[src/rtl/alu_exec_ctrl.sv]
`default_nettype none
// ============================================================================
// Module   : alu_exec_ctrl
// Purpose  : Sequencer in front of a combinational ALU. It holds the multiply
//            settle window and owns the architectural HI/LO registers.
// Revision : 1.0 - initial release
// ============================================================================
module alu_exec_ctrl #(
    parameter int MUL_LAT = 4
) (
    input  logic        clk,
    input  logic        reset_n,
    input  logic        req_valid,
    output logic        req_ready,
    input  logic [4:0]  req_op,
    input  logic [31:0] req_a,
    input  logic [31:0] req_b,
    input  logic        req_sign,
    output logic [3:0]  alu_sel,
    output logic [31:0] alu_a,
    output logic [31:0] alu_b,
    output logic        alu_carry_in,
    output logic        alu_sign,
    input  logic [31:0] alu_hi,
    input  logic [31:0] alu_lo,
    input  logic        alu_zero,
    input  logic        alu_overflow,
    output logic        rsp_valid,
    input  logic        rsp_ready,
    output logic [31:0] rsp_data,
    output logic        rsp_zero,
    output logic        rsp_ovf_trap,
    output logic        rsp_illegal,
    output logic [31:0] hi_q,
    output logic [31:0] lo_q
);

    localparam int CW = (MUL_LAT > 1) ? $clog2(MUL_LAT) : 1;

    typedef enum logic [1:0] {
        S_IDLE = 2'd0,
        S_EXEC = 2'd1,
        S_MULW = 2'd2,
        S_RESP = 2'd3
    } state_t;

    state_t         state_q;
    logic [4:0]     op_q;
    logic [31:0]    a_q;
    logic [31:0]    b_q;
    logic           sign_q;
    logic [CW-1:0]  cnt_q;
    logic [31:0]    rsp_data_q;
    logic           rsp_zero_q;
    logic           rsp_ovf_q;
    logic           rsp_ill_q;

    logic [31:0]    data_d;
    logic           ovf_d;
    logic           ill_d;

    // Result selection for every single-cycle (non-multiply) command.
    always_comb begin
        data_d = alu_lo;
        ovf_d  = 1'b0;
        ill_d  = 1'b0;
        case (op_q)
            5'h10:          data_d = hi_q;
            5'h11:          data_d = lo_q;
            5'h12, 5'h13:   data_d = a_q;
            default: begin
                if (op_q[4]) begin
                    data_d = 32'h0;
                    ill_d  = 1'b1;
                end else begin
                    ovf_d = alu_overflow & sign_q & (op_q[3:1] == 3'd0);
                end
            end
        endcase
    end

    always_ff @(posedge clk) begin
        if (!reset_n) begin
            state_q    <= S_IDLE;
            op_q       <= 5'h0;
            a_q        <= 32'h0;
            b_q        <= 32'h0;
            sign_q     <= 1'b0;
            cnt_q      <= '0;
            hi_q       <= 32'h0;
            lo_q       <= 32'h0;
            rsp_data_q <= 32'h0;
            rsp_zero_q <= 1'b0;
            rsp_ovf_q  <= 1'b0;
            rsp_ill_q  <= 1'b0;
        end else begin
            case (state_q)
                S_IDLE: begin
                    if (req_valid) begin
                        op_q    <= req_op;
                        a_q     <= req_a;
                        b_q     <= req_b;
                        sign_q  <= req_sign;
                        state_q <= S_EXEC;
                    end
                end
                S_EXEC: begin
                    if (op_q == 5'h02) begin
                        cnt_q   <= CW'(MUL_LAT - 1);
                        state_q <= S_MULW;
                    end else begin
                        rsp_data_q <= data_d;
                        rsp_zero_q <= (data_d == 32'h0);
                        rsp_ovf_q  <= ovf_d;
                        rsp_ill_q  <= ill_d;
                        if (op_q == 5'h12) hi_q <= a_q;
                        if (op_q == 5'h13) lo_q <= a_q;
                        state_q <= S_RESP;
                    end
                end
                S_MULW: begin
                    if (cnt_q != '0) begin
                        cnt_q <= cnt_q - CW'(1);
                    end else begin
                        hi_q       <= alu_hi;
                        lo_q       <= alu_lo;
                        rsp_data_q <= alu_lo;
                        rsp_zero_q <= alu_zero;
                        rsp_ovf_q  <= 1'b0;
                        rsp_ill_q  <= 1'b0;
                        state_q    <= S_RESP;
                    end
                end
                S_RESP: begin
                    if (rsp_ready) state_q <= S_IDLE;
                end
                default: state_q <= S_IDLE;
            endcase
        end
    end

    assign req_ready    = (state_q == S_IDLE);
    assign rsp_valid    = (state_q == S_RESP);
    assign alu_sel      = op_q[3:0];
    assign alu_a        = a_q;
    assign alu_b        = b_q;
    assign alu_carry_in = 1'b0;
    assign alu_sign     = sign_q;
    assign rsp_data     = rsp_data_q;
    assign rsp_zero     = rsp_zero_q;
    assign rsp_ovf_trap = rsp_ovf_q;
    assign rsp_illegal  = rsp_ill_q;

endmodule
`default_nettype wire

[config.mk]
export PLATFORM = sky130hd
export DESIGN_NAME = alu_exec_ctrl
export DESIGN_NICKNAME = d
export VERILOG_FILES = /design/src/rtl/alu_exec_ctrl.sv
export SDC_FILE = /design/constraint.sdc
export NUM_CORES = 1
export LEC_CHECK = 0
export BUFFER_PORTS_ARGS = -buffer_cell sky130_fd_sc_hd__buf_2
export CORE_MARGIN = 4
export CORE_UTILIZATION = 46
export CTS_BUF_LIST = sky130_fd_sc_hd__clkbuf_8
export DETAILED_ROUTE_END_ITERATION = 6
export PLACE_DENSITY_LB_ADDON = 0.05
export SYNTH_ARGS = -nofsm -noshare
export SYNTH_HDL_FRONTEND = slang
export SYNTH_SLANG_ARGS = --single-unit
[constraint.sdc]
create_clock -name clk -period 2.17 [get_ports clk]
set_clock_uncertainty 0.05 [all_clocks]
set_input_delay 0.3255 -clock clk [delete_from_list [all_inputs] [get_ports clk]]
set_output_delay 0.3255 -clock clk [all_outputs]
set_load 0.03 [all_outputs]
==> results of run 1 <==
-- cell families (layout without fill, tap and decap cells) --
| logic type | Yosys count | after routing | share of synthesized area [%] |
|---|---|---|---|
| AND/OR/NAND/NOR | 373 | 373 | 19.9 |
| multiplexers | 37 | 37 | 4.57 |
| buffers and inverters | 108 | 404 | 5.53 |
| adder cells (fa/ha/maj) | 5 | 5 | 0.749 |
| AO/OA/AOI/OAI | 309 | 309 | 27.8 |
| other | 1 | 2 | 0.0449 |
| flip-flops | 173 | 173 | 41.5 |
-- cells in the mapped netlist, drive strengths merged (2+ instances only) --
library cell and number:
clkbuf 60, nand2b 6, nand3 6, o311ai 5
a221o 2, nor4 7, inv 16, mux2 6
ha 5, a31oi 2, nand2 267, o21ai 23
nand4 3, dfxtp 173, nand3b 3, a21oi 69
a221oi 13, a211oi 2, a21boi 85, mux2i 31
nor2 19, nor3b 15, o211ai 18, nor3 3
o22ai 5, nor2b 31, o211a 75, or3b 4
buf 31
-- what timing repair did --
item	4_1_cts	5_1_grt
cloned	1	1
setup endpoints to repair	1	44
buffers inserted	0	4
resized for setup	2	13
-- final timing paths --
path,cells past startpoint,start,endpoint
setup / recovery,7,op_q[0],rsp_zero
hold / removal,3,req_b[30],alu_b[30]
setup reg to reg,7,op_q[0],rsp_zero
hold reg to reg,2,rsp_data[17],rsp_data[17]
-- final cells by class --
cell class | count | area, um^2
Inverter | 17 | 67.6
Multi-Input combinational cell | 725 | 4520
Sequential cell | 173 | 3470
Tap cell | 229 | 287
Antenna cell | 1 | 2.50
Clock buffer | 19 | 262
Fill cell | 1686 | 6990
Timing Repair Buffer | 356 | 2120
Clock inverter | 12 | 174
-- stage by stage --
step / hold WS [ps] / instance area [um^2] / setup WS, ps
after CTS: 19.0 / 10800 / 24.7
after floorplan: 420 / 8350 / 92.7
after detailed placement: 391 / 10300 / -61.0
after global placement: 389 / 10300 / -57.1
final: 33.6 / 10900 / 1.09
after global routing: 2.21 / 10900 / -40.3
-- cell usage in the layout (no fill, tap or decap), drive strengths merged, types with 2 or more instances in the layout --
master,n
buf,354
nand2,267
dfxtp,173
a21boi,85
o211a,75
a21oi,69
nor2b,31
mux2i,31
o21ai,23
inv,23
clkbuf,20
nor2,19
o211ai,18
nor3b,15
a221oi,13
nor4,7
nand2b,6
nand3,6
mux2,6
o311ai,5
o22ai,5
ha,5
or3b,4
nor3,3
nand3b,3
nand4,3
bufinv,3
a221o,2
clkinv,2
a31oi,2
a211oi,2
-- worst max-delay path, stage by stage, from the launching register on --
cell and delay (ps):
dfxtp_4 430, buf_12 180, mux2_2 380, mux2i_4 200, a21oi_1 100, or3_1 380
nor4_2 170, a32o_1 200
-- routing by layer --
| metal | track usage, % | vias to the layer above |
|---|---|---|
| met4 | 8.30 | 0 |
| li1 | - | 4097 |
| met3 | 9.41 | 35 |
| met5 | 0 | - |
| met1 | 40.1 | 3990 |
| met2 | 41.6 | 385 |
-- registers in the layout (all words and copies together) (netlist names), 2 cells and up --
name	count
hi_q	32
cnt_q	2
alu_a	32
alu_b	32
rsp_data	32
op_q	5
state_q	2
lo_q	32
-- power by group --
part,internal (mW),switching [mW]
Clock,1.23,1.31
Sequential,4.15,0.825
Combinational,2.98,5.40
==> metrics.csv, run 1 <==
metric,value,unit
outcome,"complete, no violations",
numCtsBuffers,17,
cp_max_fo,17,
ys_ff_latch,173,
slew_violations,0,
yosysSeqAreaShare,41.5,%
synth_ff_type,dfxtp_1,
h-tree-depth,4,
grt_max_degree,174,
p_leak,5.57,nW
utilization,60.9,%
clk_pin_slew,100,ps
die_x,143,um
fin_crit,2170,ps
endpoint_kind,flip-flop,
final.setup.tns,0,ps
synth_top_area_share,41.5,%
vias,8507,
wire_per_inst,19.8,um
p_total,15.9,mW
arrival,2540,ps
yosys.area.top_type,dfxtp_1,
syn2layout_area_growth,30.7,%
grt_pass1_vias,7778,
wl,30300,um
critPathRequiredTime,2540,ps
grt_overflow_total,0,
max_slew.worst_pin.slew,702,ps
min_path_type,input port to flip-flop,
routedLengthMet1,13500,um
cts_tree,done,
top_layer,met4,
path_class,flip-flop to flip-flop,
async_flop_share,0,%
synth.cell_area,8350,um^2
final_antenna_net_count,0,
met3RoutedLength,3070,um
synth_area_leaders,"dfxtp_1 41%, nand2_1 12%, o211a_1 9.0%, a21boi_0 7.3%, a21oi_1 4.0%",
antenna_found_initial,1,
syn-num-nets,1151,
max_cap_viol_count,0,
drt_iter0_drc,757,
ys_types,62,
coreArea,17900,um^2
drc,0,
yosys_warnings,0,
firstDrtPassIters,6,
initial_utilization,46.6,%
avgSynthCellArea,8.30,um^2
power.density,1460,nW/um^2
routed_via_density,5.55,
dieArea,20400,um^2
cts.sinks,173,
clk_latency,480,ps
dp_cells,1494,
synth-edff-count,0,
hold_viol,0,
synth_cells,1006,
irDropWorstVdd,0.656,mV
rrSetupSlack,1,ps
final_cells,1532,
num_rows,49,
grt_usage,28.4,%
drive_gt1_share,31.9,%
nets,1435,
routabilityCongestion,0.927,
dp_hpwl,22000,um
cts_root_buffer,clkbuf_8,
fmax,461,MHz
setup_violations,0,
slew_headroom,53.2,%
ios,311,
dr_wl_met2,13200,um
port_buffers,309,
rsz0062_at_grt,yes,
clockBufferDepth,2,
fin_crit_sh,99.9,%
die_h,143,um
ctsHoldBuffers,0,
crit_path_start_kind,flip-flop,
grt_pass1_wl,45200,um
Power figures use the tool's default switching activity.
==> run 2, diff against run 1 <==
--- a/config.mk
+++ b/config.mk
@@ -11,6 +11,8 @@
 export CTS_BUF_LIST = sky130_fd_sc_hd__clkbuf_8
 export DETAILED_ROUTE_END_ITERATION = 6
 export PLACE_DENSITY_LB_ADDON = 0.05
+export REMOVE_ABC_BUFFERS = 1
+export SETUP_SLACK_MARGIN = 0.15
 export SYNTH_ARGS = -nofsm -noshare
 export SYNTH_HDL_FRONTEND = slang
 export SYNTH_SLANG_ARGS = --single-unit
==> run 2 against run 1 <==
  * Sequential cell count is the same
  * Largest cell class unchanged
  * Largest power group unchanged
  * Non-clock buffer count grew 10
  * Sequential power shrank 2%
  * Final cell count grew 0.65%
  * Critical path depth is the same
==> metrics.csv, run 2 (synthesized netlist as in run 1, its figures left out) <==
metric,value,unit,change
outcome,"complete, no violations",,
clk_latency,470,ps,about the same
final_cells,1542,,+0.65%
nets,1445,,+0.70%
vias,8435,,-0.85%
min_path_type,input port to flip-flop,,
p_total,15.5,mW,-2.6%
irDropWorstVdd,0.701,mV,+6.8%
cp_max_fo,4,,-13
fin_crit_sh,96.2,%,-3.7 points
p_leak,5.62,nW,+0.97%
port_buffers,309,,unchanged
final.setup.tns,0,ps,unchanged
rsz0062_at_grt,yes,,
fin_crit,2090,ps,-80.4 ps
fmax,479,MHz,+3.8%
routabilityCongestion,0.817,,-12%
dpl_worst_slack,-16.9,ps,+44.2 ps
grt_pass1_wl,43600,um,-3.6%
path_class,flip-flop to flip-flop,,
drive_gt1_share,33.6,%,+1.7 points
clockBufferDepth,2,,unchanged
ios,311,,unchanged
drc,0,,unchanged
setup_slack,81.4,ps,+80.4 ps
cpMaxStageDelayCell,or4_4,,
final_cell_mix,"308 x buf_2, 266 x nand2_1, 169 x dfxtp_1",,
coreArea,17900,um^2,unchanged
num_rows,49,,unchanged
setup_violations,0,,unchanged
final_antenna_net_count,0,,unchanged
wl,28700,um,-5.3%
grt_pass1_vias,7997,,+2.8%
arrival,2440,ps,-100 ps
h-tree-depth,4,,unchanged
critPathRequiredTime,2520,ps,-20 ps
initial_utilization,46.6,%,unchanged
slew_violations,0,,unchanged
drt_iter0_drc,528,,-30%
endpoint_kind,flip-flop,,
die_x,143,um,unchanged
cts.sinks,173,,unchanged
worstPathCellList,buf_12 > mux2_4 > mux2i_2 > o22ai_2 > or4_4 > nor4_4 > a32o_2,,
clk_pin_slew,110,ps,about the same
wire_per_inst,18.6,um,-5.9%
max_slew.worst_pin.slew,740,ps,+37.9 ps
crit_path_start_kind,flip-flop,,
cts_tree,done,,
max_cap_viol_count,0,,unchanged
slew_headroom,50.6,%,-2.5 points
grt_usage,27.0,%,-1.5 points
dieArea,20400,um^2,unchanged
numCtsBuffers,17,,unchanged
antenna_cells,0,,-1
power.density,1400,nW/um^2,-3.7%
layout_commonest_cell,buf_2,,
ctsHoldBuffers,0,,unchanged
dp_hpwl,20100,um,-8.6%
grt_max_degree,174,,unchanged
cts_root_buffer,clkbuf_8,,
routed_via_density,5.47,,-1.5%
crit_buf_inv,1,,unchanged
cp_top_family,simple AND/OR/NAND/NOR gates,,
slowest_delay,540,ps,+110 ps
syn2layout_area_growth,32.1,%,
dp_cells,1496,,+0.13%
die_h,143,um,unchanged
grt_overflow_total,0,,unchanged
hold_viol,0,,unchanged
antenna_found_initial,2,,+1
firstDrtPassIters,5,,-1
[run 2: power breakdown]
part           switching [mW]  internal (mW)
combinational            5.42           2.96
sequential              0.751           4.15
clock                    1.28          0.923
total                    7.45           8.03
[run 2: layout make-up]
type	count	area, um^2
Tap cell	229	287
Multi-Input combinational cell	725	4630
Inverter	17	65.1
Clock inverter	15	136
Sequential cell	173	3470
Timing Repair Buffer	366	2210
Clock buffer	17	234
Fill cell	1699	6870
[run 2: path summary, 6_finish.rpt]
kind / to / cells past startpoint / slack, ps / from
max reg2reg: rsp_zero / 7 / 80 / op_q[0]
min reg2reg: rsp_data[6] / 2 / 410 / rsp_data[6]
min: alu_a[31] / 3 / 40 / req_a[31]
max: rsp_zero / 7 / 80 / op_q[0]
[run 2: metal layers]
| layer | global-route usage, % | up-vias | share of wire, % |
|---|---|---|---|
| met5 | 0 | - | 0.073 |
| met4 | 7.15 | 4 | 1.9 |
| met3 | 7.74 | 38 | 8.5 |
| met2 | 44.8 | 316 | 48 |
| met1 | 34.6 | 3955 | 41 |
| li1 | - | 4122 | - |
[run 2: repair_timing]
item	4_1_cts	5_1_grt
buffers inserted	9	3
endpoints found under the setup margin	38	69
gates resized for setup	25	32
cloned	1	1
pin swaps	10	7
hold endpoints to repair	0	0
[run 2: stage by stage]
stage / utilization, % / hold slack (ps) / cell area (um^2)
floorplan: - / 392 / 7950
global placement: 57.2 / 393 / 10200
detailed placement: 57.2 / 401 / 10200
CTS: 60.5 / 19.1 / 10800
global route: 61.6 / 18.2 / 11000
finish: 61.6 / 35.2 / 11000
[run 2: worst reg2reg max path, cell delays in order, from the launching register on]
cell and delay [ps]:
dfxtp_4 400, buf_12 120, mux2_4 290, mux2i_2 170, o22ai_2 100, or4_4 550, nor4_4 150, a32o_2 200
